--- config.mk ---
export PLATFORM = sky130hd
export DESIGN_NAME = serdes_rx_word_align
export DESIGN_NICKNAME = d
export VERILOG_FILES = /design/src/rtl/serdes_if_pkg.sv /design/src/rtl/serdes_byte_shift.sv /design/src/rtl/serdes_rx_word_align.sv
export SDC_FILE = /design/constraint.sdc
export NUM_CORES = 1
export LEC_CHECK = 0
export CORE_UTILIZATION = 35
export CTS_BUF_LIST = sky130_fd_sc_hd__clkbuf_16
export CTS_CLUSTER_SIZE = 16
export DETAILED_ROUTE_END_ITERATION = 7
export GPL_TIMING_DRIVEN = 0
export HOLD_SLACK_MARGIN = 0.15
export SETUP_SLACK_MARGIN = 0.1
export SYNTH_ARGS = -nofsm -noshare
export SYNTH_HDL_FRONTEND = slang
export SYNTH_SLANG_ARGS = --single-unit
--- constraint.sdc ---
create_clock -name I_serdes_rx_clk -period 3.7 [get_ports I_serdes_rx_clk]
set_input_delay 0.74 -clock I_serdes_rx_clk [delete_from_list [all_inputs] [get_ports I_serdes_rx_clk]]
set_output_delay 0.74 -clock I_serdes_rx_clk [all_outputs]
set_load 0.01 [all_outputs]
--- src/rtl/serdes_if_pkg.sv ---
// -----------------------------------------------------------------------------
// serdes_if_pkg
// Shared definitions for the serdes RX/TX fabric blocks (serdes_rx_word_align,
// serdes_k7_if).
//   K28_5         : comma byte value
//   link_state_t  : 2-bit link state encoding (LOS=0, ACQ=1, SYNC=2)
//   rx_event_t    : classification of one received 16-bit word
//   comma_pos_t   : byte position of the comma inside the raw word
//   decode_event  : raw word + per-byte flags -> rx_event_t
// -----------------------------------------------------------------------------
package serdes_if_pkg;

    localparam logic [7:0] K28_5 = 8'hBC;

    typedef enum logic [1:0] {
        LINK_LOS  = 2'd0,
        LINK_ACQ  = 2'd1,
        LINK_SYNC = 2'd2
    } link_state_t;

    typedef enum logic [2:0] {
        EV_NONE     = 3'd0,
        EV_ERR      = 3'd1,
        EV_DOUBLE   = 3'd2,
        EV_COMMA_LO = 3'd3,
        EV_COMMA_HI = 3'd4
    } rx_event_t;

    typedef enum logic {
        COMMA_POS_LO = 1'b0,
        COMMA_POS_HI = 1'b1
    } comma_pos_t;

    // A code error anywhere in the word outranks any comma seen in it, so a
    // corrupted word can never advance acquisition.
    function automatic rx_event_t decode_event(
        input logic [15:0] data,
        input logic [1:0]  is_k,
        input logic [1:0]  disp_err,
        input logic [1:0]  not_in_table,
        input logic [7:0]  comma
    );
        logic comma_lo;
        logic comma_hi;
        comma_lo = is_k[0] && (data[7:0]  == comma);
        comma_hi = is_k[1] && (data[15:8] == comma);
        if ((|disp_err) || (|not_in_table)) begin
            return EV_ERR;
        end else if (comma_lo && comma_hi) begin
            return EV_DOUBLE;
        end else if (comma_lo) begin
            return EV_COMMA_LO;
        end else if (comma_hi) begin
            return EV_COMMA_HI;
        end
        return EV_NONE;
    endfunction

endpackage

--- src/rtl/serdes_byte_shift.sv ---
// -----------------------------------------------------------------------------
// serdes_byte_shift
// Two-stage byte realignment: a previous-word register followed by a
// registered sel-controlled mux, for data and K flags together.
//   clk          : RX user clock, rising edge
//   rst_n        : asynchronous active-low reset
//   sel          : 0 = comma in byte 0 of raw word, 1 = comma in byte 1
//   rx_data      : raw 16-bit word, byte 0 earlier in time
//   rx_is_k      : raw per-byte K flags
//   aligned_data : realigned word (comma always in [7:0])
//   aligned_is_k : realigned K flags
// -----------------------------------------------------------------------------
module serdes_byte_shift (
    input  logic        clk,
    input  logic        rst_n,
    input  logic        sel,
    input  logic [15:0] rx_data,
    input  logic [1:0]  rx_is_k,
    output logic [15:0] aligned_data,
    output logic [1:0]  aligned_is_k
);

    logic [15:0] prev_data_reg;
    logic [1:0]  prev_is_k_reg;
    logic [15:0] aligned_data_reg;
    logic [1:0]  aligned_is_k_reg;

    // With sel=1 the comma sits in the high byte of the previous word, so the
    // aligned word pairs that byte with the first (earlier) byte of the
    // current word.
    always_ff @(posedge clk or negedge rst_n) begin
        if (!rst_n) begin
            prev_data_reg    <= 16'h0000;
            prev_is_k_reg    <= 2'b00;
            aligned_data_reg <= 16'h0000;
            aligned_is_k_reg <= 2'b00;
        end else begin
            prev_data_reg <= rx_data;
            prev_is_k_reg <= rx_is_k;
            if (sel) begin
                aligned_data_reg <= {rx_data[7:0], prev_data_reg[15:8]};
                aligned_is_k_reg <= {rx_is_k[0], prev_is_k_reg[1]};
            end else begin
                aligned_data_reg <= prev_data_reg;
                aligned_is_k_reg <= prev_is_k_reg;
            end
        end
    end

    assign aligned_data = aligned_data_reg;
    assign aligned_is_k = aligned_is_k_reg;

endmodule

--- src/rtl/serdes_rx_word_align.sv ---
// -----------------------------------------------------------------------------
// serdes_rx_word_align
// RX 16-bit word aligner and link monitor between the GTX RX fabric port and
// the serdes_k7_if RX path. Finds the K28.5 comma, realigns so the comma lands
// in byte 0, tracks link state (LOS/ACQ/SYNC) and counts code-error words.
//
// Optional build macro: SERDES_RX_ALIGN_ERR_CNT_EN
//   defined   : O_err_cnt is a saturating count of error words
//   undefined : no counter is built, O_err_cnt is tied to 16'h0000
//
// Ports:
//   I_serdes_rx_clk   : RX user clock, rising edge
//   I_rst_n           : asynchronous active-low reset
//   I_rx_data[15:0]   : raw RX data, byte 0 earlier in time
//   I_rx_char_is_k    : per-byte K flag
//   I_rx_disp_err     : per-byte disparity error
//   I_rx_not_in_table : per-byte invalid-code flag
//   O_rx_data[15:0]   : aligned data
//   O_rx_data_is_k    : aligned K flags
//   O_rx_valid        : aligned word valid (link up, delayed to the data)
//   O_link_up         : link state is SYNC
//   O_align_sel       : 0 comma in byte 0, 1 comma in byte 1 of raw word
//   O_err_cnt[15:0]   : saturating code-error word count
// -----------------------------------------------------------------------------
module serdes_rx_word_align
    import serdes_if_pkg::*;
#(
    parameter logic [7:0] COMMA_CHAR = K28_5,
    parameter int         SYNC_CNT   = 4,
    parameter int         LOSS_CNT   = 4
) (
    input  logic        I_serdes_rx_clk,
    input  logic        I_rst_n,
    input  logic [15:0] I_rx_data,
    input  logic [1:0]  I_rx_char_is_k,
    input  logic [1:0]  I_rx_disp_err,
    input  logic [1:0]  I_rx_not_in_table,
    output logic [15:0] O_rx_data,
    output logic [1:0]  O_rx_data_is_k,
    output logic        O_rx_valid,
    output logic        O_link_up,
    output logic        O_align_sel,
    output logic [15:0] O_err_cnt
);

    localparam logic [3:0] SYNC_CNT_W = 4'(SYNC_CNT);
    localparam logic [3:0] LOSS_CNT_W = 4'(LOSS_CNT);

    link_state_t state_reg;
    comma_pos_t  sel_reg;
    logic [3:0]  good_reg;
    logic [3:0]  bad_reg;
    logic        link_up_reg;
    logic        rx_valid_reg;

    rx_event_t   ev;
    logic        comma_at_sel;
    logic        comma_any;

    always_comb begin
        ev = decode_event(I_rx_data, I_rx_char_is_k, I_rx_disp_err,
                          I_rx_not_in_table, COMMA_CHAR);
        comma_any    = (ev == EV_COMMA_LO) || (ev == EV_COMMA_HI);
        comma_at_sel = (sel_reg == COMMA_POS_HI) ? (ev == EV_COMMA_HI)
                                                 : (ev == EV_COMMA_LO);
    end

    // Link FSM; link_up_reg is updated together with the state so it tracks
    // SYNC with no extra cycle.
    always_ff @(posedge I_serdes_rx_clk or negedge I_rst_n) begin
        if (!I_rst_n) begin
            state_reg   <= LINK_LOS;
            sel_reg     <= COMMA_POS_LO;
            good_reg    <= 4'd0;
            bad_reg     <= 4'd0;
            link_up_reg <= 1'b0;
        end else begin
            case (state_reg)
                LINK_LOS: begin
                    if (comma_any) begin
                        sel_reg  <= (ev == EV_COMMA_HI) ? COMMA_POS_HI : COMMA_POS_LO;
                        good_reg <= 4'd1;
                        bad_reg  <= 4'd0;
                        if (SYNC_CNT_W == 4'd1) begin
                            state_reg   <= LINK_SYNC;
                            link_up_reg <= 1'b1;
                        end else begin
                            state_reg <= LINK_ACQ;
                        end
                    end
                end
                LINK_ACQ: begin
                    if (comma_at_sel) begin
                        if (good_reg + 4'd1 == SYNC_CNT_W) begin
                            state_reg   <= LINK_SYNC;
                            link_up_reg <= 1'b1;
                            good_reg    <= 4'd0;
                        end else begin
                            good_reg <= good_reg + 4'd1;
                        end
                    end else if (ev != EV_NONE) begin
                        // wrong-position comma, double comma or code error
                        state_reg <= LINK_LOS;
                        good_reg  <= 4'd0;
                    end
                end
                LINK_SYNC: begin
                    if (comma_at_sel) begin
                        bad_reg <= 4'd0;
                    end else if (ev != EV_NONE) begin
                        if (bad_reg + 4'd1 == LOSS_CNT_W) begin
                            state_reg   <= LINK_LOS;
                            link_up_reg <= 1'b0;
                            bad_reg     <= 4'd0;
                            good_reg    <= 4'd0;
                        end else begin
                            bad_reg <= bad_reg + 4'd1;
                        end
                    end
                end
                default: begin
                    state_reg   <= LINK_LOS;
                    link_up_reg <= 1'b0;
                    good_reg    <= 4'd0;
                    bad_reg     <= 4'd0;
                end
            endcase
        end
    end

    // The aligned word leaves the shifter one cycle after the state decision
    // that covered its comma, so valid follows link_up by one register.
    always_ff @(posedge I_serdes_rx_clk or negedge I_rst_n) begin
        if (!I_rst_n) begin
            rx_valid_reg <= 1'b0;
        end else begin
            rx_valid_reg <= link_up_reg;
        end
    end

    serdes_byte_shift u_byte_shift (
        .clk          (I_serdes_rx_clk),
        .rst_n        (I_rst_n),
        .sel          (sel_reg == COMMA_POS_HI),
        .rx_data      (I_rx_data),
        .rx_is_k      (I_rx_char_is_k),
        .aligned_data (O_rx_data),
        .aligned_is_k (O_rx_data_is_k)
    );

`ifdef SERDES_RX_ALIGN_ERR_CNT_EN
    logic [15:0] err_cnt_reg;

    always_ff @(posedge I_serdes_rx_clk or negedge I_rst_n) begin
        if (!I_rst_n) begin
            err_cnt_reg <= 16'h0000;
        end else if ((ev == EV_ERR) && (err_cnt_reg != 16'hFFFF)) begin
            err_cnt_reg <= err_cnt_reg + 16'd1;
        end
    end

    assign O_err_cnt = err_cnt_reg;
`else
    assign O_err_cnt = 16'h0000;
`endif

    assign O_link_up   = link_up_reg;
    assign O_rx_valid  = rx_valid_reg;
    assign O_align_sel = sel_reg;

endmodule
==> key figures <==
Worst setup path
  – Crit path capture type: flop
  – Cells traversed along the worst timing path: clkdlybuf4s50_1 -> and4b_1 -> and4_4 -> buf_6 -> o32ai_4 -> a211oi_4 -> a21o_1 -> a22o_1
  – Largest fanout on the critical path: 6
  – Startpoint kind of the worst setup timing path: input port
  – Data arrival time of the critical path: 2.77 ns
  – WS Path Type: in -> reg
  – Largest stage delay, worst path: 0.53 ns
  – Worst path required time: 3.87 ns
  – Cell type of the slowest stage on the worst timing path: clkdlybuf4s50_1
  – Worst reg2reg path startpoint: good_reg[0]$_DFFE_PN0P_
  – First element of the critical path: I_rx_data[6]

Status
  – Result of the run: completed

Clocking
  – Max Root-Sink Buffers: 2
  – Post-cts repair resize count: 0
  – TritonCTS clock tree: done
  – Cts bufs inserted: 5
  – Worst-path clk slew: 0.06 ns
  – Clock Sink Count: 49
  – Buffers inserted during post-CTS setup optimization: 0
  – Deepest level of the CTS H-tree: 2
  – Clock root buffer: clkbuf_16
  – Hold-fix buffers, CTS: 0
  – Worst-Skew Late Latency: 0.28 ns

Synth
  – Proportion of synthesized flip-flops having asynchronous set or reset: 100.0%
  – Synth unique cells: 50
  – Prevailing post-synth register cell: dfrtp_1
  – Post-synthesis area per instance: 12.17 µm²
  – Proportion of synthesized chip area in sequential cells: 53.88%
  – Warning count from the yosys run: 0
  – Number of instances in the synthesized netlist: 187
  – Cell Area, Synth: 2276 µm²
  – Total of flip-flops plus latches after synthesis: between 40 and 50
  – Number of flops mapped to enable cells by yosys: 0

Route
  – Met1 Routed Length: 2010 µm
  – Post-route ant nets: 0
  – Wire length on met2: roughly 2000 µm
  – Total wire length: around 4200 µm
  – WL per Instance: between 10 and 15 µm
  – Via Count: 1560
  – Initial detailed-routing violation count: 90
  – DRC violations left: 0
  – Uppermost signal routing layer after detailed routing: met4
  – Detail-routed via count per cell: 4.713
  – Wire length on met3: around 170 µm
  – Detailed Routing Iterations Pass 1: 4

STA
  – Final critical path time including I/O delays and setup: roughly 2.6 ns
  – Worst slew margin relative to its limit: around three fifths
  – Setup TNS Final: 0 ns
  – Transition time at the pin with the least slew margin: a little over 0.6 ns
  – Slew Limit Fails: 0
  – Setup violations, final: 0
  – Unrepaired setup endpoints after global routing: no
  – Post-route clock skew: ~0.0018 ns
  – Number of hold-slack violations in the final timing report: 0
  – Fin crit share: 70.37%
  – Top achievable clock speed: between 300 and 400 MHz

Cells and area
  – Final cell count without fillers: 331
  – Growth of design area from synthesis to finish: 34.08%
  – Total number of nets in the final design: 282
  – Inserted Diodes: 0
  – Number of filler instances in the final layout: 576
  – Utilization of the core after routing: 48.34%
  – Fraction of layout cells with a size suffix above 1: 22.44%

Pwr
  – Leakage component of the power: 1.308 nW
  – Pwr dens: 388.9 nW/µm²
  – Worst vdd rail ir drop: 0.0002942 V

Global route
  – Global-route total usage across every layer: roughly 14%
  – Residual overflow from global routing: 0
  – Wire length of the first global-routing pass: 7189 µm
  – Vias in the first global route: 1508
  – Antenna violations before repair: 0
  – Pin count of the biggest net entering global routing: 27

Placed design
  – Count of buffers inserted at the top-level ports: 44
  – HPWL after DPL: 3162 µm
  – Final GP Congestion: between 0.8 and 0.9
  – Total instance count after detailed placement: between 300 and 400

Floorplanning
  – Starting Density: 36.05%
  – Area enclosed by the die boundary: 6829 µm²
  – Site row count: 29
  – Boundary pin count: about 60
  – Vertical extent of the die: 82.64 µm
  – Die width: around 83 µm
  – CORE AREA: 6314 µm²

Min path
  – Hold Path Class: reg -> reg
  – Start point of the worst min-delay path: O_link_up$_DFFE_PN0P_

Run
  – Maximum capacitance violations: 0
## Yosys cell counts, drive strengths merged, types with 3 or more instances
| cell | instances | area (µm²) |
|---|---|---|
| a21oi | 5 | 25.02 |
| ha | 4 | 50.05 |
| nand4 | 4 | 25.02 |
| a31oi | 3 | 18.77 |
| mux2 | 18 | 202.7 |
| nand3 | 8 | 40.04 |
| nand2 | 14 | 52.55 |
| o21ai | 10 | 53.80 |
| buf | 18 | 136.4 |
| dfrtp | 49 | 1226 |
| clkbuf | 3 | 11.26 |
| inv | 5 | 18.77 |
| nor2 | 6 | 30.03 |
## metrics by stage
step | hold slack (ns) | total power, W | setup slack [ns] | cell area, µm²
after global placement | 0.4075 | 0.0006958 | 0.4879 | 2869
after detailed placement | 0.4045 | 0.0007003 | 0.8172 | 2892
after global routing | 0.4385 | 0.001241 | 0.9775 | 3052
final | 0.4165 | 0.001187 | 1.096 | 3052
after floorplan | 0.4353 | 0.0006274 | 1.508 | 2332
after CTS | 0.4217 | 0.001204 | 1.109 | 3052
## logic make-up (layout without fill, tap and decap cells)
group,Yosys count,count (layout),share of synthesized area [%]
xor gates and xnor gates,3,3,1.155
other,1,16,0.1648
muxes,18,18,8.906
adders and majority gates,4,4,2.199
DFF,49,49,53.88
and+or+nand+nor,53,53,14.73
AOI/OAI and AO/OA,33,33,11.66
buffers and inverters,26,78,7.312
## worst paths after layout
| check | slack, ns | depth (start not counted) | endpoint |
|---|---|---|---|
| worst max-delay path | 1.10 | 8 | bad_reg[3]$_DFFE_PN0P_ |
| max in group asynchronous | 2.70 | 2 | good_reg[2]$_DFFE_PN0P_ |
| worst min-delay path | 0.42 | 0 | O_rx_valid$_DFF_PN0_ |
| worst max register to register | 1.71 | 6 | O_link_up$_DFFE_PN0P_ |
| min in group asynchronous | 0.47 | 1 | u_byte_shift.aligned_data[5]$_DFF_PN0_ |
| worst min register to register | 0.42 | 0 | O_rx_valid$_DFF_PN0_ |
## critical path, delay by kind of cell
family                 cells  cell delay, ns
and+or+nand+nor            2            0.44
buffers and inverters      2            0.66
AOI/OAI and AO/OA          4            0.93
## layout by cell type (no fill, tap or decap), types with 2 or more instances in the layout
cell type,n
inv_1,5
o21ai_0,8
clkdlybuf4s50_1,43
buf_2,2
nand4_1,4
a21oi_1,5
mux2_2,18
a22o_1,2
and4b_1,2
nor2b_1,2
xor2_1,2
nor2_1,5
a31oi_1,3
dfrtp_1,49
nand2_1,14
clkbuf_1,3
nand3_1,8
nor3_1,2
ha_1,4
nand2b_1,2
buf_4,16
conb_1,16
nand4b_1,2
and2_1,2
clkbuf_16,5
## routing by layer
| metal | vias to the layer above | GRT usage [%] |
|---|---|---|
| li1 | 774 | - |
| met4 | 0 | 4.138 |
| met2 | 38 | 23.28 |
| met1 | 746 | 18.72 |
| met3 | 2 | 3.077 |
| met5 | - | 0 |
## report_power, final
| part | internal [W] | switching (W) |
|---|---|---|
| sequential | 0.000559 | 0.0000103 |
| combinational | 0.0000679 | 0.0000518 |
| clock | 0.000314 | 0.000184 |
| total | 0.000940 | 0.000246 |
## cell type report
cell class / count / area, µm² / area share [%]
Clock buffer: 5 / 125.1 / 4.100
Clock inverter: 2 / 35.03 / 1.148
Inverter: 5 / 18.77 / 0.6150
Multi-Input combinational cell: 127 / 939.7 / 30.79
Timing Repair Buffer: 45 / 462.9 / 15.17
Buffer: 21 / 147.6 / 4.838
Sequential cell: 49 / 1226 / 40.18
Tap cell: 77 / 96.34 / 3.157
Power figures use the tool's default switching activity.
